## config.mk

```make
export PLATFORM = sky130hd
export DESIGN_NAME = mem_bus_arbiter
export DESIGN_NICKNAME = d
export VERILOG_FILES = /design/src/rtl/mem_bus_arbiter.sv
export SDC_FILE = /design/constraint.sdc
export NUM_CORES = 1
export LEC_CHECK = 0
export ABC_AREA = 0
export CORE_AREA = 2 2 120 122
export CTS_CLUSTER_DIAMETER = 100
export DETAILED_ROUTE_END_ITERATION = 16
export DIE_AREA = 0 0 122 124
export GPL_ROUTABILITY_DRIVEN = 0
export SLEW_MARGIN = 20
export SYNTH_ARGS = -nofsm -noshare
export SYNTH_HDL_FRONTEND = slang
export SYNTH_SLANG_ARGS = --single-unit
```

## constraint.sdc

```tcl
create_clock -name clk -period 3.9 [get_ports clk]
set_input_delay 0.585 -clock clk [delete_from_list [all_inputs] [get_ports clk]]
set_output_delay 0.585 -clock clk [all_outputs]
set_load 0.05 [all_outputs]
```

## src/rtl/mem_bus_arbiter.sv

```systemverilog
// mem_bus_arbiter: two-master (m0 fixed priority, m1 starvation-guarded) picorv32 native bus arbiter onto one slave port s_*, grant/timeout_err status; ARB_TIMEOUT_EN adds slave timeout
module mem_bus_arbiter #(
  parameter int MAX_WAIT       = 4,
  parameter int TIMEOUT_CYCLES = 255
) (
  input  logic        clk,
  input  logic        rst_n,
  input  logic        m0_valid,
  input  logic [31:0] m0_addr,
  input  logic [31:0] m0_wdata,
  input  logic [3:0]  m0_wstrb,
  output logic        m0_ready,
  output logic [31:0] m0_rdata,
  input  logic        m1_valid,
  input  logic [31:0] m1_addr,
  input  logic [31:0] m1_wdata,
  input  logic [3:0]  m1_wstrb,
  output logic        m1_ready,
  output logic [31:0] m1_rdata,
  output logic        s_valid,
  output logic [31:0] s_addr,
  output logic [31:0] s_wdata,
  output logic [3:0]  s_wstrb,
  input  logic        s_ready,
  input  logic [31:0] s_rdata,
  output logic [1:0]  grant,
  output logic        timeout_err
);
  typedef enum logic [1:0] {IDLE, GNT0, GNT1} state_t;
  state_t state, state_nxt;
  logic [3:0] starve_cnt;
  logic g0, g1, done, to_hit;
  if (MAX_WAIT < 1 || MAX_WAIT > 15 || TIMEOUT_CYCLES < 1 || TIMEOUT_CYCLES > 255) begin : g_bad_param
    $error("mem_bus_arbiter: parameter out of range");
  end
  assign g0 = state == GNT0;
  assign g1 = state == GNT1;
`ifdef ARB_TIMEOUT_EN
  logic [7:0] to_cnt;
  always_ff @(posedge clk or negedge rst_n)
    if (!rst_n) to_cnt <= '0;
    else if (state == IDLE) to_cnt <= '0;
    else if (!s_ready && to_cnt != 8'(TIMEOUT_CYCLES)) to_cnt <= to_cnt + 8'd1;
  assign to_hit = state != IDLE && to_cnt == 8'(TIMEOUT_CYCLES);
`else
  assign to_hit = 1'b0;
`endif
  assign timeout_err = to_hit;
  assign done = s_ready | to_hit;
  always_ff @(posedge clk or negedge rst_n)
    if (!rst_n) begin
      state <= IDLE;
      starve_cnt <= '0;
    end else begin
      state <= state_nxt;
      if (state == IDLE && (state_nxt == GNT1 || !m1_valid)) starve_cnt <= '0;
      else if (g0 && done && m1_valid && starve_cnt != 4'(MAX_WAIT)) starve_cnt <= starve_cnt + 4'd1;
    end
  always_comb begin
    state_nxt = state;
    case (state)
      IDLE:    state_nxt = m1_valid && (!m0_valid || starve_cnt == 4'(MAX_WAIT)) ? GNT1 : m0_valid ? GNT0 : IDLE;
      GNT0:    state_nxt = done || !m0_valid ? IDLE : GNT0;
      GNT1:    state_nxt = done || !m1_valid ? IDLE : GNT1;
      default: state_nxt = IDLE;
    endcase
    grant = {g1, g0};
    s_valid = (g0 & m0_valid | g1 & m1_valid) & ~to_hit;
    s_addr = g0 ? m0_addr : g1 ? m1_addr : '0;
    s_wdata = g0 ? m0_wdata : g1 ? m1_wdata : '0;
    s_wstrb = g0 ? m0_wstrb : g1 ? m1_wstrb : '0;
    m0_ready = g0 & done;
    m1_ready = g1 & done;
    m0_rdata = !g0 ? '0 : to_hit ? 32'hDEAD_BEEF : s_rdata;
    m1_rdata = !g1 ? '0 : to_hit ? 32'hDEAD_BEEF : s_rdata;
  end
endmodule

```

=== Word level (Yosys, flattened, before mapping) ===
Cells that the tools add are included.

* Bits in registers: 6
* Bits in latches: 0
* Bits in writable memories: 0
* ROM bits: 0
* Bits of input ports: 173
* Output and inout port bits: 138
* Memories: 0

* Add/subtract/negate cells: 1
* Multiply operators: 0
* Div/mod/pow operators: 0
* Magnitude comparators: 0
* Eq/ne operators: 5
* Shifts and indexed selects: 0
* Mux-type cells: 15
* Bitwise gates (word level): 5
* Reduce and logical (&&, ||, !) cells: 13

{| class="wikitable"
|+ Operators by type and width
! kind !! count
|-
| 2-to-1 mux 32 bit || 6
|-
| 2-to-1 mux 4 bit || 4
|-
| one-hot mux 2 bit (3 select lines) || 1
|-
| logical AND 1 bit || 5
|-
| adder 4 x 1 -> 4 bit, second input constant || 1
|-
| bitwise AND 1 bit || 4
|-
| == test 2 bit, second input constant || 2
|-
| == test 4 x 3 -> 1 bit, second input constant || 1
|-
| logical OR 1 bit || 4
|-
| 2-to-1 mux 2 bit || 2
|-
| inequality test 4 x 3 -> 1 bit, second input constant || 1
|-
| == test 2 x 1 -> 1 bit, second input constant || 1
|-
| zero test 1 bit || 2
|-
| zero test 2 bit || 1
|-
| 2-to-1 mux 1 bit || 2
|-
| nonzero test 2 bit || 1
|-
| bitwise OR 1 bit || 1
|}

=== Logic depth before layout (Yosys ltp) ===
Gate-level depths: netlist of the first run.

* Word-level depth: 9
* Gate-level depth with buffers: 5
* Depth with buffers taken out: 5

=== Worst setup path before layout of the first run ===
Ideal clock, no wire load.

* Path kind: flip-flop to output port
* Start: register state[0]
* End: output port s_addr[0]
* Arrival: 1.447 ns
* Data required time: 3.315 ns
* Slack: 1.868 ns
* Cell stages (with the launch flop): 5
* Buffers on the path: 2
* Path through: dfrtp_1 and2b_1 buf_2 buf_2 a22o_1

* Longest elaborated chain between the ends: 3
* Elaborated cells between the ends (all ways): 4

{| class="wikitable"
|+ Ends and longest elaborated chain
! what !! line !! source
|-
| start: declaration || 30 || <nowiki>state_t state, state_nxt;</nowiki>
|-
| start signal: assignment || 55 || <nowiki>state <= state_nxt;</nowiki>
|-
| == test 2 bit || 37 || <nowiki>assign g1 = state == GNT1;</nowiki>
|-
| 2-to-1 mux 32 bit || 69 || <nowiki>s_addr = g0 ? m0_addr : g1 ? m1_addr : '0;</nowiki>
|-
| 2-to-1 mux 32 bit * || 69 ||
|-
| end: declaration || 21 || <nowiki>output logic [31:0] s_addr,</nowiki>
|}

Every way passes the cells marked *; elsewhere a longest branch is shown, timed or not.

=== Worst setup path in the final report of the first run ===
* Start: register state[1]
* End: output port s_wstrb[0]

* Longest elaborated chain between the ends: 3
* Elaborated cells between the ends (all ways): 4

{| class="wikitable"
|+ Ends and longest elaborated chain
! what !! line !! source
|-
| == test 2 bit || 37 ||
|-
| 2-to-1 mux 4 bit || 71 || <nowiki>s_wstrb = g0 ? m0_wstrb : g1 ? m1_wstrb : '0;</nowiki>
|-
| 2-to-1 mux 4 bit * || 71 ||
|-
| end: declaration || 23 || <nowiki>output logic [3:0] s_wstrb,</nowiki>
|}

Marked as above.

==> flow_metrics.tcl, run 1 <==
set metrics [dict create \
    floorplan.initialDensity 0.109 \
    holdBufCountCts 0 \
    ant_nets 0 \
    yosysWarningCount 0 \
    clkLatencyLatePin_ns 0.23 \
    pwr-share-comb 0.802 \
    finalCritPeriodShare 0.778 \
    synthesis.nets 371 \
    grt_pass1_vias 2553 \
    post-route-drc-count 0 \
    globalRoute.totalOverflow 0 \
    grt_pass1_wl_um 15000 \
    max_freq_mhz 330 \
    synth-seq-cells 6 \
    cts_max_path_buffers 2 \
    detail_route.vias_per_cell 4.02 \
    timing.setup.critical_path_class "reg2out" \
    wl_met1_um 4360 \
    dr.first_iter.drc_count 128 \
    synth.lib_cells_used.distinct 26 \
    floorplan.die_area_um2 15100 \
    power.share.clock 0.140 \
    topRoutingLayerUsed "met5" \
    layout_setup_ws_ns 0.866 \
    first_pass_iters 6 \
    transition_at_the_pin_with_the_smallest_max_transition_slack_ns 0.564 \
    cap_violations 0 \
    cts_htree_levels 1 \
    clk_pin_slew_ns 0.03 \
    antenna_cells 0 \
    run_status "finished clean" \
    cellInternalPower_uw 597 \
    grt_use_total 0.128 \
    final-hold-violation-count 0 \
    sum_of_routed_wire_length_over_all_layers_um 11300 \
    wire_per_inst_um 16.9 \
    minimum_period_implied_by_the_final_worst_setup_slack_ns 3.03 \
    top_level_ports 311 \
    leakage_nw 1.80 \
    crit_required_ns 3.31 \
    clock_skew_ns 0.00167 \
    ff_to_ff_setup_slack_ns 2.21 \
    cellPowerDensity_nw_per_um2 246 \
    sequential_element_share_of_the_synthesized_area 0.101 \
    met2RoutedLength_um 5890 \
    die_h_um 124 \
    worst_ir_drop_vdd_uv 263 \
    place_ws_ns 1.07 \
    r2r_end "starve_cnt[2]" \
    power.share.switching 0.495 \
    detailroute.via_count 2679 \
    area_delta_synth_final_pct 222 \
    cts_root_buf "sky130_fd_sc_hd__clkbuf_16" \
    hpwlAfterDp_um 9280 \
    cts_post_setup_buffers_inserted 0 \
    port-buffer-count 309 \
    ff2ff_path_depth 5 \
    grt_max_degree 104 \
    layout-drive-gt1-share 0.0165 \
    numCtsBuffers 3 \
    met3_wirelength_um 871 \
    slew_headroom 0.621 \
    critPathLaunchType "flop" \
    antenna_found_initial 1 \
    timing.final.setup_violations 0 \
    cp-end-kind "output pin" \
    floorplan_core_area_um2 13700 \
    synthCells 196 \
    worstReg2RegStart "starve_cnt[0]" \
    switchingPower_uw 585 \
    grt_setup_unrepaired "false" \
    pwr-share-seq 0.059 \
    syn-cell-area_um2 1490 \
    nets 663 \
    crit_path_max_fanout 61 \
    cell_area_reported_after_detailed_placement_um2 4720 \
    slew_viol_final 0 \
    total_power_mw 1.18 \
    cts_num_sinks 6 \
    critPathArrivalTime_ns 2.45 \
    worstHoldPathType "in2async" \
    cts_tree "yes" \
    fin_setup_tns_ns 0 \
    die_x_um 122 \
    standard_cell_rows 43 \
    finalInstanceArea_um2 4800 \
    number_of_cells_upsized_or_downsized_after_cts 0 \
    post_synth.cell_area_avg_um2 7.62 \
]
## layout by cell type, fill, tap and decap left out, types with 2 or more instances in the layout
master and count:
sky130_fd_sc_hd__a22o_1 69, sky130_fd_sc_hd__ha_1 2, sky130_fd_sc_hd__buf_4 2, sky130_fd_sc_hd__dfrtp_1 6, sky130_fd_sc_hd__nand3_1 3, sky130_fd_sc_hd__inv_1 2, sky130_fd_sc_hd__and2b_2 2, sky130_fd_sc_hd__and2_1 66
sky130_fd_sc_hd__a21oi_1 4, sky130_fd_sc_hd__clkbuf_16 3, sky130_fd_sc_hd__o21ai_0 3, sky130_fd_sc_hd__clkdlybuf4s50_1 309
## synthesized netlist by cell type (all sizes together)
library cell / number / area share
inv: 2 / 0.0050
and3b: 1 / 0.0059
a221oi: 1 / 0.0059
nand4b: 1 / 0.0059
buf: 18 / 0.065
and4b: 1 / 0.0067
nor3: 1 / 0.0033
clkbuf: 7 / 0.018
nand2: 1 / 0.0025
o211a: 1 / 0.0067
nand3: 3 / 0.010
dfrtp: 6 / 0.10
nand3b: 1 / 0.0050
a22o: 69 / 0.40
a21oi: 4 / 0.013
o21ai: 3 / 0.010
and4: 1 / 0.0059
a311oi: 1 / 0.0059
conb: 1 / 0.0025
and2: 66 / 0.28
nor2b: 1 / 0.0042
or4: 1 / 0.0050
and2b: 2 / 0.010
nand2b: 1 / 0.0042
ha: 2 / 0.017
## metal layers
metal	up-vias	GRT usage
met1	1235	0.152
met4	2	0.0266
li1	1315	-
met2	113	0.240
met3	14	0.0224
met5	-	0
## metrics by stage
stage	hold slack (ns)	cells	util
6_report	0.597	666	0.350
5_1_grt	0.617	666	0.350
4_1_cts	0.606	666	0.350
3_5_place_dp	0.579	663	0.344
3_3_place_gp	0.557	663	0.344
2_1_floorplan	0.289	196	-
## flip-flops by register name, indices dropped and copies added (netlist names)
name        count
state           2
starve_cnt      4
## worst max-delay path, cell delays in order, from the launching register on
cell and delay [ns]:
sky130_fd_sc_hd__dfrtp_1 0.43, sky130_fd_sc_hd__and2b_2 0.24, sky130_fd_sc_hd__buf_4 0.44, sky130_fd_sc_hd__a22o_1 0.26
sky130_fd_sc_hd__clkdlybuf4s50_1 0.81
## worst max path at each step
stage | start | end | slack, ns | cells past startpoint
3_3_place_gp | m0_valid | s_valid | 1.04 | 4
4_1_cts | state[1] | s_wdata[22] | 0.87 | 4
2_1_floorplan | state[0] | s_addr[0] | 1.87 | 4
5_1_grt | state[1] | s_wdata[22] | 0.75 | 4
3_5_place_dp | m0_valid | s_valid | 1.07 | 4
6_report | state[1] | s_wstrb[0] | 0.87 | 4
## power groups by stage
stage | logic [mW] | registers, mW | clock network (mW)
after floorplan | 0.540 | 0.0690 | 0
after CTS | 0.954 | 0.0692 | 0.169
after detailed placement | 0.949 | 0.0698 | 0
after global placement | 0.946 | 0.0696 | 0
final | 0.948 | 0.0694 | 0.165
after global routing | 0.986 | 0.0698 | 0.174
## cell type report
type                    count  area [µm²]
flip-flops and latches      6         150
fillers                  1432        8920
multi-input cells         163        1210
well taps                 180         225
repair buffers            312        3130
clock buffers               3        75.1
inverters                   2        7.51
## kinds of logic after synthesis
| kind of cell | synth area share |
|---|---|
| adder cells (fa/ha/maj) | 0.0168 |
| flip-flops | 0.101 |
| AO/OA/AOI/OAI | 0.447 |
| other | 0.00251 |
| buffers and inverters | 0.0880 |
| AND/OR/NAND/NOR | 0.345 |
(Power assumes the default switching activity.)
==> inputs of run 2 (changes only) <==
--- a/config.mk
+++ b/config.mk
@@ -6,10 +6,10 @@
 export NUM_CORES = 1
 export LEC_CHECK = 0
 export ABC_AREA = 0
-export CORE_AREA = 2 2 120 122
+export CORE_AREA = 2 2 119 121
 export CTS_CLUSTER_DIAMETER = 100
 export DETAILED_ROUTE_END_ITERATION = 16
-export DIE_AREA = 0 0 122 124
+export DIE_AREA = 0 0 121 123
 export GPL_ROUTABILITY_DRIVEN = 0
 export SLEW_MARGIN = 20
 export SYNTH_ARGS = -nofsm -noshare
==> constraint.sdc (replaced) <==
create_clock -name clk -period 2.96 [get_ports clk]
set_input_delay 0.444 -clock clk [delete_from_list [all_inputs] [get_ports clk]]
set_output_delay 0.444 -clock clk [all_outputs]
set_load 0.05 [all_outputs]
==> flow_metrics.tcl, run 2 (synthesis results as in run 1) <==
set metrics [dict create \
    detailroute.via_count 2739 \
    layout-drive-gt1-share 0.180 \
    final-hold-violation-count 0 \
    post-route-drc-count 0 \
    clk_pin_slew_ns 0.03 \
    switchingPower_uw 819 \
    finalCritPeriodShare 0.936 \
    critPathArrivalTime_ns 2.33 \
    clkLatencyLatePin_ns 0.23 \
    cts_num_sinks 6 \
    cts_max_path_buffers 2 \
    largest_register_ffs 4 \
    crit_path_max_fanout 38 \
    holdWs_ns 0.464 \
    grt_max_degree 52 \
    detail_route.vias_per_cell 4.10 \
    standard_cell_rows 43 \
    die_h_um 123 \
    path_cells "and2b_2 > a22o_1 > clkdlybuf4s50_1" \
    cts_htree_levels 1 \
    numCtsBuffers 3 \
    grt_setup_unrepaired "false" \
    pwr-share-seq 0.054 \
    area_delta_synth_final_pct 240 \
    worstHoldPathType "in2async" \
    timing.setup.critical_path_class "reg2out" \
    largest_registers "starve_cnt: 4 flops, state: 2 flops" \
    cp-end-kind "output pin" \
    cts_post_setup_buffers_inserted 0 \
    transition_at_the_pin_with_the_smallest_max_transition_slack_ns 0.613 \
    timing.final.setup_violations 0 \
    pwr-share-comb 0.818 \
    grt_pass1_vias 2666 \
    nets 665 \
    slew_headroom 0.591 \
    die_x_um 121 \
    cellPowerDensity_nw_per_um2 334 \
    holdBufCountCts 0 \
    antenna_cells 0 \
    antenna_found_initial 0 \
    floorplan_core_area_um2 13600 \
    max_freq_mhz 361 \
    worstPathBufferInverterCount 1 \
    first_pass_iters 4 \
    number_of_cells_upsized_or_downsized_after_cts 0 \
    cts_root_buf "sky130_fd_sc_hd__clkbuf_16" \
    power.share.switching 0.484 \
    leakage_nw 2.07 \
    layout.cells.most_common "sky130_fd_sc_hd__clkdlybuf4s50_1" \
    minimum_period_implied_by_the_final_worst_setup_slack_ns 2.77 \
    worst_ir_drop_vdd_uv 302 \
    cellInternalPower_uw 874 \
    critPathLaunchType "flop" \
    cts_tree "yes" \
    most-common-layout-cells "231 x sky130_fd_sc_hd__clkdlybuf4s50_1, 69 x sky130_fd_sc_hd__a22o_1, 66 x sky130_fd_sc_hd__and2_1, 45 x sky130_fd_sc_hd__buf_4, 37 x sky130_fd_sc_hd__buf_12" \
    run_status "finished clean" \
    cap_violations 0 \
    grt_pass1_wl_um 16500 \
    largest-register "starve_cnt" \
    clock_skew_ns 0.00113 \
    slew_viol_final 0 \
    sum_of_routed_wire_length_over_all_layers_um 12200 \
    ant_nets 0 \
    wire_per_inst_um 18.3 \
    critPathMaxStageDelay_ns 0.79 \
    hpwlAfterDp_um 10200 \
    crit_family "buffers and inverters" \
    dr.first_iter.drc_count 92 \
    power.share.clock 0.128 \
    globalRoute.totalOverflow 0 \
    fin_setup_tns_ns 0 \
    port-buffer-count 309 \
    crit_required_ns 2.52 \
    floorplan.initialDensity 0.110 \
    top_level_ports 311 \
    floorplan.die_area_um2 14900 \
    timing.critical_path.slowest_stage_cell "sky130_fd_sc_hd__clkdlybuf4s50_1" \
    grt_use_total 0.144 \
]
## run 2: cell count changes in the layout (fill, tap and decap cells not counted), sizes merged
| cell | change |
|---|---|
| clkdlybuf4s50 | -78 |
| buf | +80 |
## run 2: path summary, 6_finish.rpt
path | startpoint | end | slack (ns) | depth (start not counted)
worst min-delay path | rst_n | starve_cnt[1] | 0.46 | 1
max in group asynchronous | rst_n | state[0] | 2.28 | 1
worst min register to register | state[1] | state[1] | 0.57 | 1
worst max register to register | starve_cnt[0] | starve_cnt[2] | 1.26 | 5
min in group clk | state[1] | state[1] | 0.57 | 1
worst max-delay path | state[1] | s_wstrb[0] | 0.19 | 3
## run 2: worst register-to-register path, delay by kind of cell (launching register included)
family / cells / cell delay (ns)
and+or+nand+nor: 2 / 0.34
buffers and inverters: 1 / 0.09
AOI/OAI and AO/OA: 1 / 0.56
DFF: 1 / 0.41
adders and majority gates: 1 / 0.16
## run 2: per-layer routing
metal | global-route usage | vias up | part of all wire | wire (µm)
li1 | - | 1317 | - | -
met1 | 0.182 | 1271 | 0.40 | 4860
met2 | 0.256 | 141 | 0.50 | 6170
met3 | 0.0309 | 10 | 0.084 | 1030
met4 | 0.0225 | 0 | 0.014 | 171
met5 | 0 | - | 0 | 0
## run 2: power groups by stage
stage / clock network [mW] / registers [mW] / logic [mW]
floorplan: 0 / 0.0909 / 0.712
global placement: 0 / 0.0915 / 1.38
detailed placement: 0 / 0.0923 / 1.39
CTS: 0.219 / 0.0916 / 1.39
global route: 0.227 / 0.0928 / 1.43
finish: 0.217 / 0.0915 / 1.38
## run 2: area by class of cell
type	instances	area, µm²
clock buffers	3	75.1
fillers	1347	8540
inverters	2	7.51
multi-input cells	163	1210
flip-flops and latches	6	150
well taps	180	225
repair buffers	314	3400
## run 2: stage by stage
stage	power [mW]	area [µm²]	instances	setup slack, ns	utilization
after detailed placement	1.48	4990	665	0.347	0.367
final	1.69	5070	668	0.191	0.373
after CTS	1.70	5070	668	0.0940	0.372
after global routing	1.75	5070	668	0.0561	0.373
after global placement	1.47	4990	665	0.420	0.367
after floorplan	0.803	1490	196	1.07	-
